<file path="config.mk">
export PLATFORM = sky130hd
export DESIGN_NAME = af6cesrtl_gapsched
export DESIGN_NICKNAME = d
export VERILOG_FILES = /design/src/rtl/af6cesrtl_gapsched.sv
export SDC_FILE = /design/constraint.sdc
export NUM_CORES = 1
export LEC_CHECK = 0
export CAP_MARGIN = 40
export CORE_AREA = 2 2 64 126
export CTS_CLUSTER_DIAMETER = 60
export CTS_CLUSTER_SIZE = 20
export DETAILED_ROUTE_END_ITERATION = 7
export DIE_AREA = 0 0 66 128
export PLACE_DENSITY = 0.83
export SLEW_MARGIN = 20
export SYNTH_ARGS = -nofsm -noshare
export SYNTH_HDL_FRONTEND = slang
export SYNTH_SLANG_ARGS = --single-unit
</file>
<file path="constraint.sdc">
create_clock -name clk -period 3.4 [get_ports clk]
set_input_delay 1.02 -clock clk [delete_from_list [all_inputs] [get_ports clk]]
set_output_delay 1.02 -clock clk [all_outputs]
set_load 0.02 [all_outputs]
</file>
<file path="src/rtl/af6cesrtl_gapsched.sv">
// Paced consumer behind the gap buffer: pops one request, presents it as a registered
// beat, then enforces a programmable idle gap before the next pop.
module af6cesrtl_gapsched #(
    parameter int INFO = 32,
    parameter int GAPW = 8,
    parameter int CNTW = 16
) (
    input  logic            clk,
    input  logic            rst,
    input  logic            ireq,
    input  logic [INFO-1:0] ireqinfo,
    output logic            oget,
    input  logic            enable,
    input  logic            flush,
    input  logic [GAPW-1:0] cfggap,
    output logic            ovld,
    output logic [INFO-1:0] oinfo,
    input  logic            irdy,
    output logic            obusy,
    output logic [CNTW-1:0] osent,
    output logic [CNTW-1:0] ostall,
    output logic [1:0]      ostate
);

    localparam logic [1:0] ST_IDLE = 2'd0;
    localparam logic [1:0] ST_SEND = 2'd1;
    localparam logic [1:0] ST_GAP  = 2'd2;

    localparam logic [CNTW-1:0] CNT_MAX = '1;
    localparam logic [GAPW-1:0] GAP_ONE = GAPW'(1);

    logic [1:0]      state;
    logic [1:0]      state_nxt;
    logic [GAPW-1:0] gap_cnt;
    logic [GAPW-1:0] gap_nxt;
    logic            fire;

    // Downstream handshake: a beat transfers in a cycle where ovld and irdy are both
    // high. Once raised, ovld stays high with oinfo stable until that transfer; only
    // flush or reset may withdraw a beat early.
    assign fire   = ovld & irdy;
    assign oget   = rst & enable & ireq & ~flush & (state == ST_IDLE);
    assign ostate = state;

    always_comb begin
        state_nxt = state;
        gap_nxt   = gap_cnt;
        if (flush) begin
            state_nxt = ST_IDLE;
            gap_nxt   = '0;
        end else begin
            case (state)
                ST_IDLE: begin
                    if (oget) state_nxt = ST_SEND;
                end
                ST_SEND: begin
                    if (irdy) begin
                        if (cfggap == '0) begin
                            state_nxt = ST_IDLE;
                        end else begin
                            state_nxt = ST_GAP;
                            gap_nxt   = cfggap;
                        end
                    end
                end
                ST_GAP: begin
                    // Leaving on a count of 1 makes the gap exactly cfggap cycles long.
                    if (gap_cnt <= GAP_ONE) begin
                        state_nxt = ST_IDLE;
                        gap_nxt   = '0;
                    end else begin
                        gap_nxt = gap_cnt - GAP_ONE;
                    end
                end
                default: begin
                    state_nxt = ST_IDLE;
                    gap_nxt   = '0;
                end
            endcase
        end
    end

    always_ff @(posedge clk or negedge rst) begin
        if (!rst) begin
            state   <= ST_IDLE;
            gap_cnt <= '0;
            ovld    <= 1'b0;
            obusy   <= 1'b0;
            oinfo   <= '0;
            osent   <= '0;
            ostall  <= '0;
        end else begin
            state   <= state_nxt;
            gap_cnt <= gap_nxt;
            ovld    <= (state_nxt == ST_SEND);
            obusy   <= (state_nxt != ST_IDLE);
            if (oget) oinfo <= ireqinfo;
            // A beat discarded by flush never counts as sent.
            if (fire && !flush) osent <= osent + 1'b1;
            if (ovld && !irdy && (ostall != CNT_MAX)) ostall <= ostall + 1'b1;
        end
    end

endmodule

</file>
Word level (Yosys, flattened, before mapping)

Cells that the tools add are included.

Register bits: 76
Input bits: 46
Output and inout port bits: 69
Word-level logic and storage cells: 44

Add/sub/neg operators: 3
Order comparisons: 1
Equality and inequality tests: 7
Multiplexer cells: 11
Bitwise logic cells: 6
Reductions and logical operators: 9

Operators by type and width:

| kind                                                                   | count |
|---|---|
| 16-bit by 1-bit adder with 16-bit output (second input constant)       | 2 |
| 8-bit two-way mux                                                      | 4 |
| 8-bit one-hot mux with 3 select lines                                  | 1 |
| 16-bit inequality test (second input constant)                         | 1 |
| 2-bit two-way mux                                                      | 5 |
| 8-bit by 1-bit <= comparator with 1-bit output (second input constant) | 1 |
| 8-bit logical NOT                                                      | 1 |
| 8-bit by 1-bit subtractor with 8-bit output (second input constant)    | 1 |
| 3-bit inequality test (second input constant)                          | 2 |
| 2-bit one-hot mux with 3 select lines                                  | 1 |
| 1-bit AND                                                              | 5 |
| 2-bit by 1-bit == test with 1-bit output (second input constant)       | 2 |
| 1-bit logical AND                                                      | 3 |
| 3-bit AND reduction                                                    | 1 |
| 2-bit == test (second input constant)                                  | 1 |
| 1-bit logical NOT                                                      | 2 |
| 2-bit logical NOT                                                      | 1 |
| 2-bit inequality test (second input constant)                          | 1 |
| 2-bit nonzero test                                                     | 1 |
| 1-bit NOT                                                              | 1 |

Depth between registers and ports, before layout

Gate-level depths: netlist (run 1).

Depth in word-level cells: 8
Gate-level depth with buffers: 8
Gate-level depth less buffers: 6

Worst setup path before layout (run 1)

Ideal clock, no wire load.

Path type: input to output
From: input flush
To: output oget
Arrival: 1.868 ns
Required time: 2.380 ns
Setup slack: 0.512 ns
Cell stages on the path: 4
Buffers on the path: 2
Cells stage by stage: and4b_1 -> and2_1 -> clkbuf_1 -> buf_2

Longest elaborated chain between the ends: 3

Ends and longest elaborated chain:

| item                    | RTL line | text |
|---|---|---|
| start, declared         | 14       | `input logic flush,` |
| 1-bit NOT               | 42       | `assign oget = rst & enable & ireq & ~flush & (state == ST_IDLE);` |
| 1-bit AND (2 in series) | 42       |  |
| end, declared           | 12       | `output logic oget,` |

No other way between the ends.

Worst setup path after layout (run 1)

Ends and elaborated chain as after synthesis.

==> results of run 1 <==
[metrics by stage]
step | TNS (ns) | power (mW) | util [%]
6_report | 0 | 2.61 | 68.5
5_1_grt | 0 | 2.73 | 68.5
4_1_cts | 0 | 2.65 | 68.5
3_5_place_dp | -0.151 | 1.75 | 64.7
3_3_place_gp | -0.146 | 1.72 | 64.3
2_1_floorplan | 0 | 1.39 | -
[logic make-up (layout without fill, tap and decap cells)]
family          count (synthesis)  after routing  synth area share, %
buf+inv                        23            148                 2.87
simple gates                   96             96                 15.1
flops                          76             76                 52.5
xor+xnor                       24             24                 5.81
mux                            36             36                 11.2
compound gates                 45             45                 9.75
fa+ha+maj                       8              8                 2.77
[timing repair]
action | 4_1_cts | 5_1_grt
endpoints found under the setup margin | 1 | 0
setup buffers | 0 | 0
gates resized for setup | 1 | 0
[cells in the final DEF, fill, tap and decap left out, types with 2 or more instances in the layout]
cell | Yosys | layout
buf_4 | 1 | 5
and4_1 | 5 | 5
xnor2_1 | 17 | 17
ha_1 | 8 | 8
clkdlybuf4s50_1 | 0 | 112
o22ai_1 | 2 | 2
nor2_1 | 14 | 14
a22o_1 | 4 | 4
clkbuf_16 | 0 | 9
o21ai_0 | 5 | 5
clkbuf_8 | 0 | 3
and2_1 | 2 | 2
a31oi_1 | 2 | 2
and4b_1 | 2 | 2
a21oi_1 | 7 | 7
dfrtp_1 | 76 | 76
or3_1 | 2 | 2
a211oi_1 | 2 | 2
nor3_1 | 9 | 9
a221o_1 | 3 | 3
nor3b_1 | 2 | 2
nor4_2 | 2 | 2
nand3_1 | 13 | 13
mux2_2 | 35 | 35
xor2_1 | 7 | 7
o31ai_1 | 3 | 3
inv_1 | 13 | 13
nand2_1 | 16 | 16
clkinvlp_4 | 0 | 2
nor2b_1 | 2 | 2
nand4_1 | 12 | 12
and3_1 | 4 | 4
nor4_1 | 2 | 2
nand2b_1 | 3 | 3
[per-layer routing]
metal,track usage [%],vias up,routed length (um)
li1,-,1364,-
met1,21.8,1420,3070
met2,41.0,104,4880
met3,3.95,26,442
met4,11.3,0,315
met5,0,-,0
[worst max-delay path by stage]
| stage | from | end | depth (start not counted) |
|---|---|---|---|
| after floorplan | flush | oget | 4 |
| after global placement | flush | oget | 4 |
| after detailed placement | flush | oget | 4 |
| after CTS | flush | oget | 4 |
| after global routing | flush | oget | 4 |
| final | flush | oget | 4 |
[worst reg2reg max path: stages (launching register included)]
cell      delay (ns)
dfrtp_1         0.45
inv_1           0.09
ha_1            0.27
or4b_2          0.67
o21a_1          0.20
o22ai_1         0.15
o211ai_1        0.11
[sequential cells by signal, summed over array words and instances, names as in the netlist]
name and count:
osent 16, ostate 2, ovld 1, ostall 16, gap_cnt 8, obusy 1
oinfo 32
[where the power goes]
group	total (mW)	switching [mW]	internal, mW
combinational	0.629	0.288	0.341
clock	0.886	0.334	0.552
sequential	1.10	0.0769	1.02
[synthesized netlist by cell type, types with 7 or more instances]
cell     count
dfrtp_1     76
mux2_2      35
xnor2_1     17
nand2_1     16
nor2_1      14
inv_1       13
nand3_1     13
nand4_1     12
nor3_1       9
ha_1         8
a21oi_1      7
xor2_1       7
[layout make-up]
class                   instances  area (um2)
fillers                       587        2380
well taps                      94         118
flip-flops and latches         76        1900
multi-input cells             209        1610
repair buffers                119        1190
clock inverters                 3        20.0
clock buffers                  13         270
inverters                      13        48.8
==> summary.md, run 1 <==
| Metric | Value |
|---|---|
| Post-route minimum period | about 3.3 ns |
| Setup repair after global routing missed its margin | no |
| Largest net degree at the start of global routing | 59 |
| R2R depth | 6 |
| IO buf count | between 100 and 150 |
| Longest Clk Path Bufs | 2 |
| Layout cell share with drive strength beyond 1 | between 10% and 20% |
| Post-synth EDFFs | 0 |
| Main synth FF type | dfrtp_1 |
| Die area | 0.00845 mm2 |
| CP Class | primary input to output pin |
| Final Hold Violating Endpoints | 0 |
| Slew @ Worst Pin | between 0.5 and 0.6 ns |
| FFs w/ async S/R, synth | 100% |
| Relative slew slack | roughly 64% |
| Vias | around 2,900 |
| # placed instances | around 500 |
| Crit path arrival time | ~2.3 ns |
| Clock skew | between 0.004 and 0.005 ns |
| Number of distinct library cells after synthesis | 57 |
| Mapped Nets | roughly 360 |
| WL per Instance | ~17 um |
| Post-Syn Instances | 308 |
| H-tree levels | 3 |
| Global-route wire length before repair | roughly 14 mm |
| Peak supply drop | just over 300 uV |
| Status | complete, no violations |
| Root buf cell | clkbuf_16 |
| Final net count | approximately 480 |
| Post-synthesis sequential area ratio | approximately 53% |
| Flop2flop setup slack | between 1 and 1.5 ns |
| Post-CTS Hold Buffers | 0 |
| Pre-CTS setup slack | -0.151 ns |
| Layout Cells excl Fill | 527 |
| Startpoint types | primary input |
| Yosys reg bits | between 70 and 80 |
| Drt first-iter violations | 125 |
| Grt ovf | 0 |
| Post-synth top area cell | dfrtp_1 |
| Core Region | between 0.007 and 0.008 mm2 |
| CTS Buf Count | 9 |
| Placed Area | slightly below 0.005 mm2 |
| Synth Warn # | 0 |
| Vias in the first global route | slightly above 3,000 |
| Final setup viols | 0 |
| CTS clk-pin slew, worst paths | 0.06 ns |
| Hold Crit Class | flop to flop |
| Power Density | 506 mW/mm2 |
| Final Max Slew Viols | 0 |
| Die width | between 60 and 70 um |
| WL final | 8.70 mm |
| Hpwl dp | 6.76 mm |
| Slowest-stage cell, CP | clkdlybuf4s50_1 |
| Diodes inserted | 0 |
| CTS tree | built |
| Initial core utilization | 48.0% |
| Final worst slack | approximately 0.13 ns |
| Worst Hold End | osent[15] |
| CP max stage delay | around 0.4 ns |
| Reg-to-Reg End | gap_cnt[6] |
| Worst Setup End Kind | output pin |
| Initial antenna violation count | 0 |
| Hold Path Depth | 1 |
| Syn Std Cell Area | approximately 0.0036 mm2 |
| # IOs | approximately 120 |
| Drt pass-1 iters | 4 |
| Layout area overhead | 42.8% |
| Antenna viol nets, final | 0 |
| Top cell type's share of synthesized area | between 50% and 60% |
| Tcrit/Tclk final | between 90% and 100% |
| Crit-path cells | clkdlybuf4s50_1 -> and4b_1 -> and2_1 -> dlygate4sd2_1 |
| Synth top area cells | dfrtp_1 53%, mux2_2 11%, xnor2_1 4.1% |
| Design area | slightly above 0.005 mm2 |
| Std cell rows | 45 |
| RePlAce Congestion | roughly 0.89 |
| Critical Path RT | between 2 and 2.5 ns |
| Routed vias/inst | between 5 and 6 |
| Worst Hold Slack | slightly below 0.5 ns |
| Syn avg cell area | around 12 um2 |
| Crit-path max FO | 2 |
| CP top delay family | buffers and inverters |
| Total Routing Usage GR | between 20% and 30% |
| Hold path startpoint | osent[15] |
| Die Height | 128 um |
| Clk_lat worst skew | around 0.32 ns |
| Max Fclk | ~310 MHz |
| Leakage | around 2.2 nW |
| TritonCTS Sinks | 76 |
| Max-cap viol count | 0 |
| WP buf/inv | 2 |
| R2r startpoint | gap_cnt[0] |
| Residual DRC | 0 |
No activity file was read; power rests on OpenSTA's default activity.
==> run 2, diff against run 1 <==
--- a/config.mk
+++ b/config.mk
@@ -6,12 +6,11 @@
 export NUM_CORES = 1
 export LEC_CHECK = 0
 export CAP_MARGIN = 40
-export CORE_AREA = 2 2 64 126
+export CORE_AREA = 2 2 81 161
 export CTS_CLUSTER_DIAMETER = 60
 export CTS_CLUSTER_SIZE = 20
 export DETAILED_ROUTE_END_ITERATION = 7
-export DIE_AREA = 0 0 66 128
-export PLACE_DENSITY = 0.83
+export DIE_AREA = 0 0 83 163
 export SLEW_MARGIN = 20
 export SYNTH_ARGS = -nofsm -noshare
 export SYNTH_HDL_FRONTEND = slang
==> run 2 against run 1 <==
Effect of this change: maximum frequency is 1.3% higher; register-to-register slack hardly changed; sequential share of layout area is 0.75 points lower; non-clock buffer count stayed put; final cell count is 11% higher; first-iteration DRC count is 27% lower; clock power is 25% higher; sequential power hardly changed; total power is 7.7% higher; critical endpoint unchanged; die area is 60% higher; highest routed layer unchanged; largest cell class unchanged.
==> summary.md, run 2 (same netlist as run 1, synthesis figures left out) <==
| Metric | Value |
|---|---|
| Overall power | 2.81 mW (was 2.61 mW) |
| Worst Setup End Kind | output pin (unchanged) |
| Sw frac | 25.6% (was 26.8%) |
| Global-route wire length before repair | 13.8 mm (was 14.1 mm) |
| CP max stage delay | 0.41 ns (about the same) |
| Die area | 0.0135 mm2 (was 0.00845 mm2) |
| Final setup viols | 0 (unchanged) |
| Die width | 83 um (was 66 um) |
| Most frequent cells in the layout | 112 x clkdlybuf4s50_1, 76 x dfrtp_1, 35 x mux2_2 (unchanged) |
| Crit-path max FO | 2 (unchanged) |
| Crit path arrival time | 2.21 ns (was 2.25 ns) |
| Slew @ Worst Pin | 0.638 ns (was 0.546 ns) |
| Total Routing Usage GR | 12.6% (was 21.8%) |
| Leakage | 2.22 nW (was 2.19 nW) |
| Worst Hold Slack | 0.468 ns (was 0.482 ns) |
| WL per Instance | 14.3 um (was 16.5 um) |
| Final Hold Violating Endpoints | 0 (unchanged) |
| Die Height | 163 um (was 128 um) |
| Grt ovf | 0 (unchanged) |
| H-tree levels | 3 (unchanged) |
| Regs by FF count | oinfo: 32 flops, osent: 16 flops, ostall: 16 flops (unchanged) |
| Crit-path cells | clkdlybuf4s50_1 -> and4b_1 -> and2_1 -> dlygate4sd2_1 (unchanged) |
| CP Class | primary input to output pin (unchanged) |
| Setup repair after global routing missed its margin | no (unchanged) |
| WL final | 8.33 mm (was 8.70 mm) |
| Clk_lat worst skew | 0.33 ns (was 0.32 ns) |
| Peak supply drop | 256 uV (was 308 uV) |
| Clock power share | 39.3% (was 33.9%) |
| Internal Power | 2.09 mW (was 1.91 mW) |
| Core Region | 0.0124 mm2 (was 0.00754 mm2) |
| Initial core utilization | 29.2% (was 48.0%) |
| CTS clk-pin slew, worst paths | 0.06 ns (about the same) |
| Drt first-iter violations | 91 (was 125) |
| Status | complete, no violations (unchanged) |
| Max FFs per register | 32 (unchanged) |
| Post-layout util | 42.5% (was 68.5%) |
| Tcrit/Tclk final | 95.0% (was 96.2%) |
| Root buf cell | clkbuf_16 (unchanged) |
| TritonCTS Sinks | 76 (unchanged) |
| Flop2flop setup slack | 1.33 ns (was 1.32 ns) |
| Setup TNS | 0 ns (unchanged) |
| Max-cap viol count | 0 (unchanged) |
| Final net count | 482 (unchanged) |
| Startpoint types | primary input (unchanged) |
| Post-CTS Hold Buffers | 0 (unchanged) |
| Reg-to-Reg End | oinfo[14] (was gap_cnt[6]) |
| Residual DRC | 0 (unchanged) |
| Final Max Slew Viols | 0 (unchanged) |
| Largest net degree at the start of global routing | 50 (was 59) |
| R2r startpoint | ostate[1] (was gap_cnt[0]) |
| Routed vias/inst | 4.95 (was 5.53) |
| Layout cell share with drive strength beyond 1 | 15.9% (was 15.7%) |
| Initial antenna violation count | 0 (unchanged) |
| Layout area overhead | 45.7% (was 42.8%) |
| Antenna viol nets, final | 0 (unchanged) |
| Hold path startpoint | osent[15] (unchanged) |
| Switch Pwr | 722 uW (was 699 uW) |
| Register bank with the most flops | oinfo (unchanged) |
| Max Fclk | 310 MHz (was 306 MHz) |
| Post-route minimum period | 3.23 ns (was 3.27 ns) |
| Drt pass-1 iters | 4 (unchanged) |
| Flop pwr share | 38.8% (was 42.0%) |
| Hpwl dp | 6.11 mm (was 6.76 mm) |
| Critical Path RT | 2.38 ns (about the same) |
| Std cell rows | 58 (was 45) |
| Gate power share | 21.9% (was 24.1%) |
| Power Density | 534 mW/mm2 (was 506 mW/mm2) |
| Longest Clk Path Bufs | 2 (unchanged) |
| Relative slew slack | 57.5% (was 63.6%) |
| CTS Buf Count | 9 (unchanged) |
| Vias | 2,883 (was 2,914) |
| CTS tree | built (unchanged) |
| IO buf count | 114 (unchanged) |
| Most common cell after layout, fill and taps aside | clkdlybuf4s50_1 (unchanged) |
| Clock skew | 0.00904 ns (was 0.00488 ns) |
| Hold Path Depth | 1 (unchanged) |
| Worst Hold End | osent[15] (unchanged) |
| Diodes inserted | 0 (unchanged) |
| RePlAce Congestion | 0.822 (was 0.885) |
| Slowest-stage cell, CP | clkdlybuf4s50_1 (unchanged) |
| Vias in the first global route | 2,744 (was 3,019) |
| R2R depth | 5 (was 6) |
| Hold Crit Class | flop to flop (unchanged) |
| # IOs | 115 (unchanged) |
-- run 2: worst max path at each step --
stage	startpoint	endpoint	slack, ns	depth (start not counted)
finish	flush	oget	0.17	4
global route	flush	oget	0.09	4
CTS	flush	oget	0.14	4
detailed placement	flush	oget	-0.13	4
global placement	flush	oget	-0.14	4
floorplan	flush	oget	0.51	4
-- run 2: cell type report --
type                       count  area, um2
clock buffer                  10        239
clock inverter                 6        109
fill                        1170       7130
inverter                      13       48.8
multi-input combinational    209       1610
sequential                    76       1900
tap                          150        188
timing repair buffer         119       1170
-- run 2: per-stage QoR --
| stage | instance area [um2] | instances | setup slack [ns] |
|---|---|---|---|
| final | 5280 | 583 | 0.171 |
| after detailed placement | 4930 | 567 | -0.130 |
| after global placement | 4930 | 567 | -0.138 |
| after CTS | 5280 | 583 | 0.139 |
| after global routing | 5280 | 583 | 0.0868 |
| after floorplan | 3620 | 308 | 0.512 |
-- run 2: worst max-delay path, delay by kind of cell --
kind	cells	cell delay, ns
buffers and inverters	2	0.76
and+or+nand+nor	2	0.43
-- run 2: routing by layer --
layer / global-route usage [%] / part of all wire (%)
met5: 0 / 0
met4: 4.40 / 1.4
met3: 3.29 / 5.1
met2: 19.0 / 46
met1: 17.4 / 47
-- run 2: power by group through the flow --
stage	clock network, mW	logic (mW)	registers, mW
3_5_place_dp	0	0.624	1.11
2_1_floorplan	0	0.137	1.25
5_1_grt	1.18	0.660	1.11
4_1_cts	1.14	0.626	1.10
6_report	1.11	0.615	1.09
3_3_place_gp	0	0.619	1.11
-- run 2: repair_timing --
action                     CTS  global route
gates resized for setup      1             0
setup endpoints to repair    1             0
setup buffers                0             0
==> run 3, diff against run 2 <==
--- a/config.mk
+++ b/config.mk
@@ -11,6 +11,7 @@
 export CTS_CLUSTER_SIZE = 20
 export DETAILED_ROUTE_END_ITERATION = 7
 export DIE_AREA = 0 0 83 163
+export GPL_ROUTABILITY_DRIVEN = 0
 export SLEW_MARGIN = 20
 export SYNTH_ARGS = -nofsm -noshare
 export SYNTH_HDL_FRONTEND = slang
==> results of run 3 <==
The final DEF is identical to that of run 2; final timing and power are the same.
==> RTL change 1, RTL diff (settings of run 2) <==
Set the parameter `CNTW` to 15 (it was 16).
--- a/src/rtl/af6cesrtl_gapsched.sv
+++ b/src/rtl/af6cesrtl_gapsched.sv
@@ -5,3 +5,3 @@
     parameter int GAPW = 8,
-    parameter int CNTW = 16
+    parameter int CNTW = 15
 ) (
Ports: changed (resized osent and ostall); port bits go from 115 to 113. The function was not compared with the original's and may differ.
==> RTL change 1 against run 2 <==
- sequential share of layout area grew 0.19 points
- cell count is 1.7% lower
- worst setup slack got worse by 0.022 ns
- final area is 3.2% lower
- highest routed layer unchanged
- synthesized cell count decreased by 3.9%
- wire length is 5.3% lower
- critical path type unchanged
- worst hold slack gained 0.017 ns
- sequential cell count is 2 lower
- synthesized area is 5.4% lower
- combinational power grew 0.8%
- power is 0.53% lower
==> RTL change 1: results (changes against run 2) <==
- Status: finished, final reports clean
- IR drop worst, VDD: 0.3504 mV (+37%)
- Largest registers: oinfo (32), osent (15), ostall (15)
- Synth warnings: 0 (unchanged)
- Global-route wire length before repair: 13490 µm (-2.6%)
- Sequential area share after synthesis: 54.07% (+1.5 points)
- Syn_nets: 350 (-3.3%)
- Final Non-Filler Cells: 573 (-1.7%)
- Top cells by area, synth: dfrtp_1 (54%), mux2_2 (11%), xnor2_1 (4.9%)
- DR WL/cell: 13.77 µm (-3.6%)
- Share of layout cells above drive strength 1: 15.13% (-0.81 points)
- Critical R2R Capture: ovld$_DFF_PN0_
- Layout Nets: 472 (-2.1%)
- Data arrival, critical path: 2.23 ns (+0.02 ns)
- Largest net degree at the start of global routing: 36 (-28%)
- Routed vias: 2744 (-4.8%)
- Hold/Removal Path Class: reg -> reg
- IO Port Bufs: 112 (-1.8%)
- Number of global-route vias before repair: 2753 (+0.33%)
- CTS resizes: 1 (unchanged)
- Critical path's largest stage delay: 0.48 ns (+0.07 ns)
- Post-synthesis cell type count: 43 (-25%)
- Avg Synthesized Cell Area: 11.57 µm² (-1.6%)
- Critical path origin: flush
- Worst-margin pin slew: 0.5828 ns (-0.05479 ns)
- Clk_skew: 0.007538 ns (-0.001501 ns)
- GRT Util Overall: 12.22% (-0.34 points)
- Worst reg2reg path depth: 6 (+1)
- Leakage: 2.160 nW (-2.5%)
- Top cells by count, synth: dfrtp_1 (74), mux2_2 (34), nand2_1 (22)
- Iter 0 DRT Violations: 92 (+1.1%)
- FF-to-FF setup slack: 1.31 ns (-0.02 ns)
- Total setup buffers inserted after CTS: 0 (unchanged)
- CP max stage cell: clkdlybuf4s50_1
- Placer Congestion: 0.8593 (+4.6%)
- Hpwl dp: 5836 µm (-4.5%)
- Dpl cells: 557 (-1.8%)
RTL change 1: changes by cell type in the layout (fill, tap and decap cells not counted), moves of 3 or more:
cell,before,now
nand3_1,13,18
nand2_1,16,22
a22o_1,4,0
a31oi_1,2,5
a221o_1,3,0
o32ai_1,0,3
RTL change 1: cells by family after synthesis:
| kind of cell | synth area share, % |
|---|---|
| compound gates | 8.111 |
| xor+xnor | 6.650 |
| fa+ha+maj | 2.923 |
| buf+inv | 2.411 |
| flops | 54.07 |
| mux | 11.18 |
| simple gates | 14.65 |
RTL change 1: where the power goes:
group	total [W]	switching, W	internal (W)
Sequential	0.00108	0.0000804	0.000996
Combinational	0.000620	0.000283	0.000337
Clock	0.00110	0.000364	0.000739
RTL change 1: final cells by class:
type	count	area (µm²)
Fill cell	1187	7301
Multi-Input combinational cell	202	1490
Sequential cell	74	1852
Clock buffer	10	239.0
Timing Repair Buffer	119	1182
Clock inverter	6	112.6
Tap cell	150	187.7
Inverter	12	45.04
RTL change 1: worst min path at each step:
stage	from	slack (ns)	to	cells past startpoint
after floorplan	gap_cnt[1]$_DFFE_PN0P_	0.51	gap_cnt[1]$_DFFE_PN0P_	2
after global placement	osent[14]$_DFFE_PN0P_	0.47	osent[14]$_DFFE_PN0P_	1
after detailed placement	ostall[14]$_DFFE_PN0P_	0.48	ostall[14]$_DFFE_PN0P_	1
after CTS	osent[12]$_DFFE_PN0P_	0.49	osent[12]$_DFFE_PN0P_	1
after global routing	ostall[14]$_DFFE_PN0P_	0.51	ostall[14]$_DFFE_PN0P_	1
final	osent[14]$_DFFE_PN0P_	0.48	osent[14]$_DFFE_PN0P_	1
RTL change 1: layer usage:
metal / track usage, % / vias up / share of wire [%]
li1: - / 1315 / -
met1: 16.40 / 1281 / 45
met2: 17.63 / 140 / 42
met3: 5.525 / 8 / 12
met4: 3.800 / 0 / 1.2
met5: 0 / - / 0
RTL change 1: metrics by stage:
step	setup WS [ns]	area, µm²	hold WS [ns]	power (W)	TNS (ns)
after floorplan	0.5052	3425	0.5136	0.001362	0
after global placement	-0.08071	4738	0.4682	0.001710	-0.08071
after detailed placement	-0.09400	4758	0.4826	0.001718	-0.09400
after CTS	0.1423	5109	0.4928	0.002849	0
after global routing	0.08414	5109	0.5123	0.002931	0
final	0.1496	5109	0.4849	0.002799	0
==> RTL change 2, RTL diff (settings of run 2) <==
Made on the original files. Reset style: synchronous (`rst`), changed in one clocked block.
--- a/src/rtl/af6cesrtl_gapsched.sv
+++ b/src/rtl/af6cesrtl_gapsched.sv
@@ -82,3 +82,3 @@
 
-    always_ff @(posedge clk or negedge rst) begin
+    always_ff @(posedge clk) begin
         if (!rst) begin
Formal check against the unedited RTL: differs if rst is asserted again (counterexample within 4 cycles, from zero or initial values and one cycle with rst low); with rst held inactive, the same outputs for 10 cycles.
==> RTL change 2 against run 2 <==
- final area is 3.6% lower
- sequential cell count stayed put
- cell count is 18% higher
- wire length is 13% higher
- worst setup slack better by 0.013 ns
- worst hold slack worse by 0.016 ns
- synthesized area is 3.9% lower
- utilization is 1.5 points lower
- die area stayed put
Power is not compared: it rests on default switching activity, and its combinational part moved more than twofold at a synthesized area within 25%.
==> RTL change 2: results (changes against run 2) <==
- Post-synthesis cell type count: 51 (-11%)
- Met3 Resource Use GR: 5.525% (+2.2 points)
- Hold_sp: oinfo[5]$_SDFFE_PN0P_
- Worst-margin pin slew: 0.6695 ns (+0.03190 ns)
- Status: finished, final reports clean
- Largest net degree at the start of global routing: 33 (-34%)
- Met1 Wirelength: 4384 µm (+12%)
- Fillers: 1246 (+6.5%)
- DR WL/cell: 13.69 µm (-4.2%)
- Multi-input gates: 311 (+49%)
- Top cells by count, synth: nand2_1 (83), dfxtp_1 (76), a21oi_1 (48)
- Area of the multi-input gates: 0.001823 mm² (+13%)
- Layout clock area frac: 5.730% (-0.86 points)
- Layout Nets: 589 (+22%)
- Hold depth: 2 (+1)
- Hpwl dp: 6558 µm (+7.3%)
- Worst reg2reg path depth: 6 (+1)
- Final core occ: 41.00% (-1.5 points)
- Worst hold slack: 0.4515 ns (-0.01600 ns)
- Dpl cells: 674 (+19%)
- Syn_nets: 473 (+31%)
- Number of global-route vias before repair: 3225 (+18%)
- Signal buf overhead: 23.95% (+1.7 points)
- Post-synthesis compound-gate area fraction: 17.55% (+7.8 points)
- Met1 Usage GRT: 17.84% (+0.46 points)
- Share of flip-flops with an asynchronous set or reset: 0% (-100 points)
- Post-Synth XOR/XNOR Area: 3.022% (-2.8 points)
- Pre-CTS WS: -0.2708 ns (-0.1404 ns)
- FF-to-FF setup slack: 1.21 ns (-0.12 ns)
- FF+latch area: 0.001521 mm² (-20%)
- Iter 0 DRT Violations: 159 (+75%)
- DR WL met2: 4193 µm (+8.3%)
- Non-clock inverter count: 12 (-1)
-- RTL change 2: cell types whose count changed after synthesis, moves of 6 or more --
cell and change:
nand2_1 +67, dfxtp_1 +76, nand2b_1 +6, or3_1 +9, xnor2_1 -10, clkbuf_1 +8, dfrtp_1 -76, a21oi_1 +41
o21ai_0 +12, mux2_2 -32
-- RTL change 2: what timing repair did --
item,CTS,global route
gates resized for setup,1,2
endpoints found under the setup margin,1,1
hold buffers,0,0
endpoints found under the hold margin,0,0
-- RTL change 2: worst max-delay path by stage --
| stage | from | endpoint | cells past startpoint | slack [ns] |
|---|---|---|---|---|
| after floorplan | rst | oget | 6 | 0.30 |
| after global routing | flush | oget | 5 | 0.13 |
| after detailed placement | flush | oget | 5 | -0.27 |
| after CTS | flush | oget | 5 | 0.0008 |
| after global placement | flush | oget | 5 | -0.28 |
| final | flush | oget | 5 | 0.18 |
-- RTL change 2: worst min-delay path: stages, from the launching register on --
cell     delay [ns]
dfxtp_1        0.30
nand2_1        0.05
a21oi_1        0.05
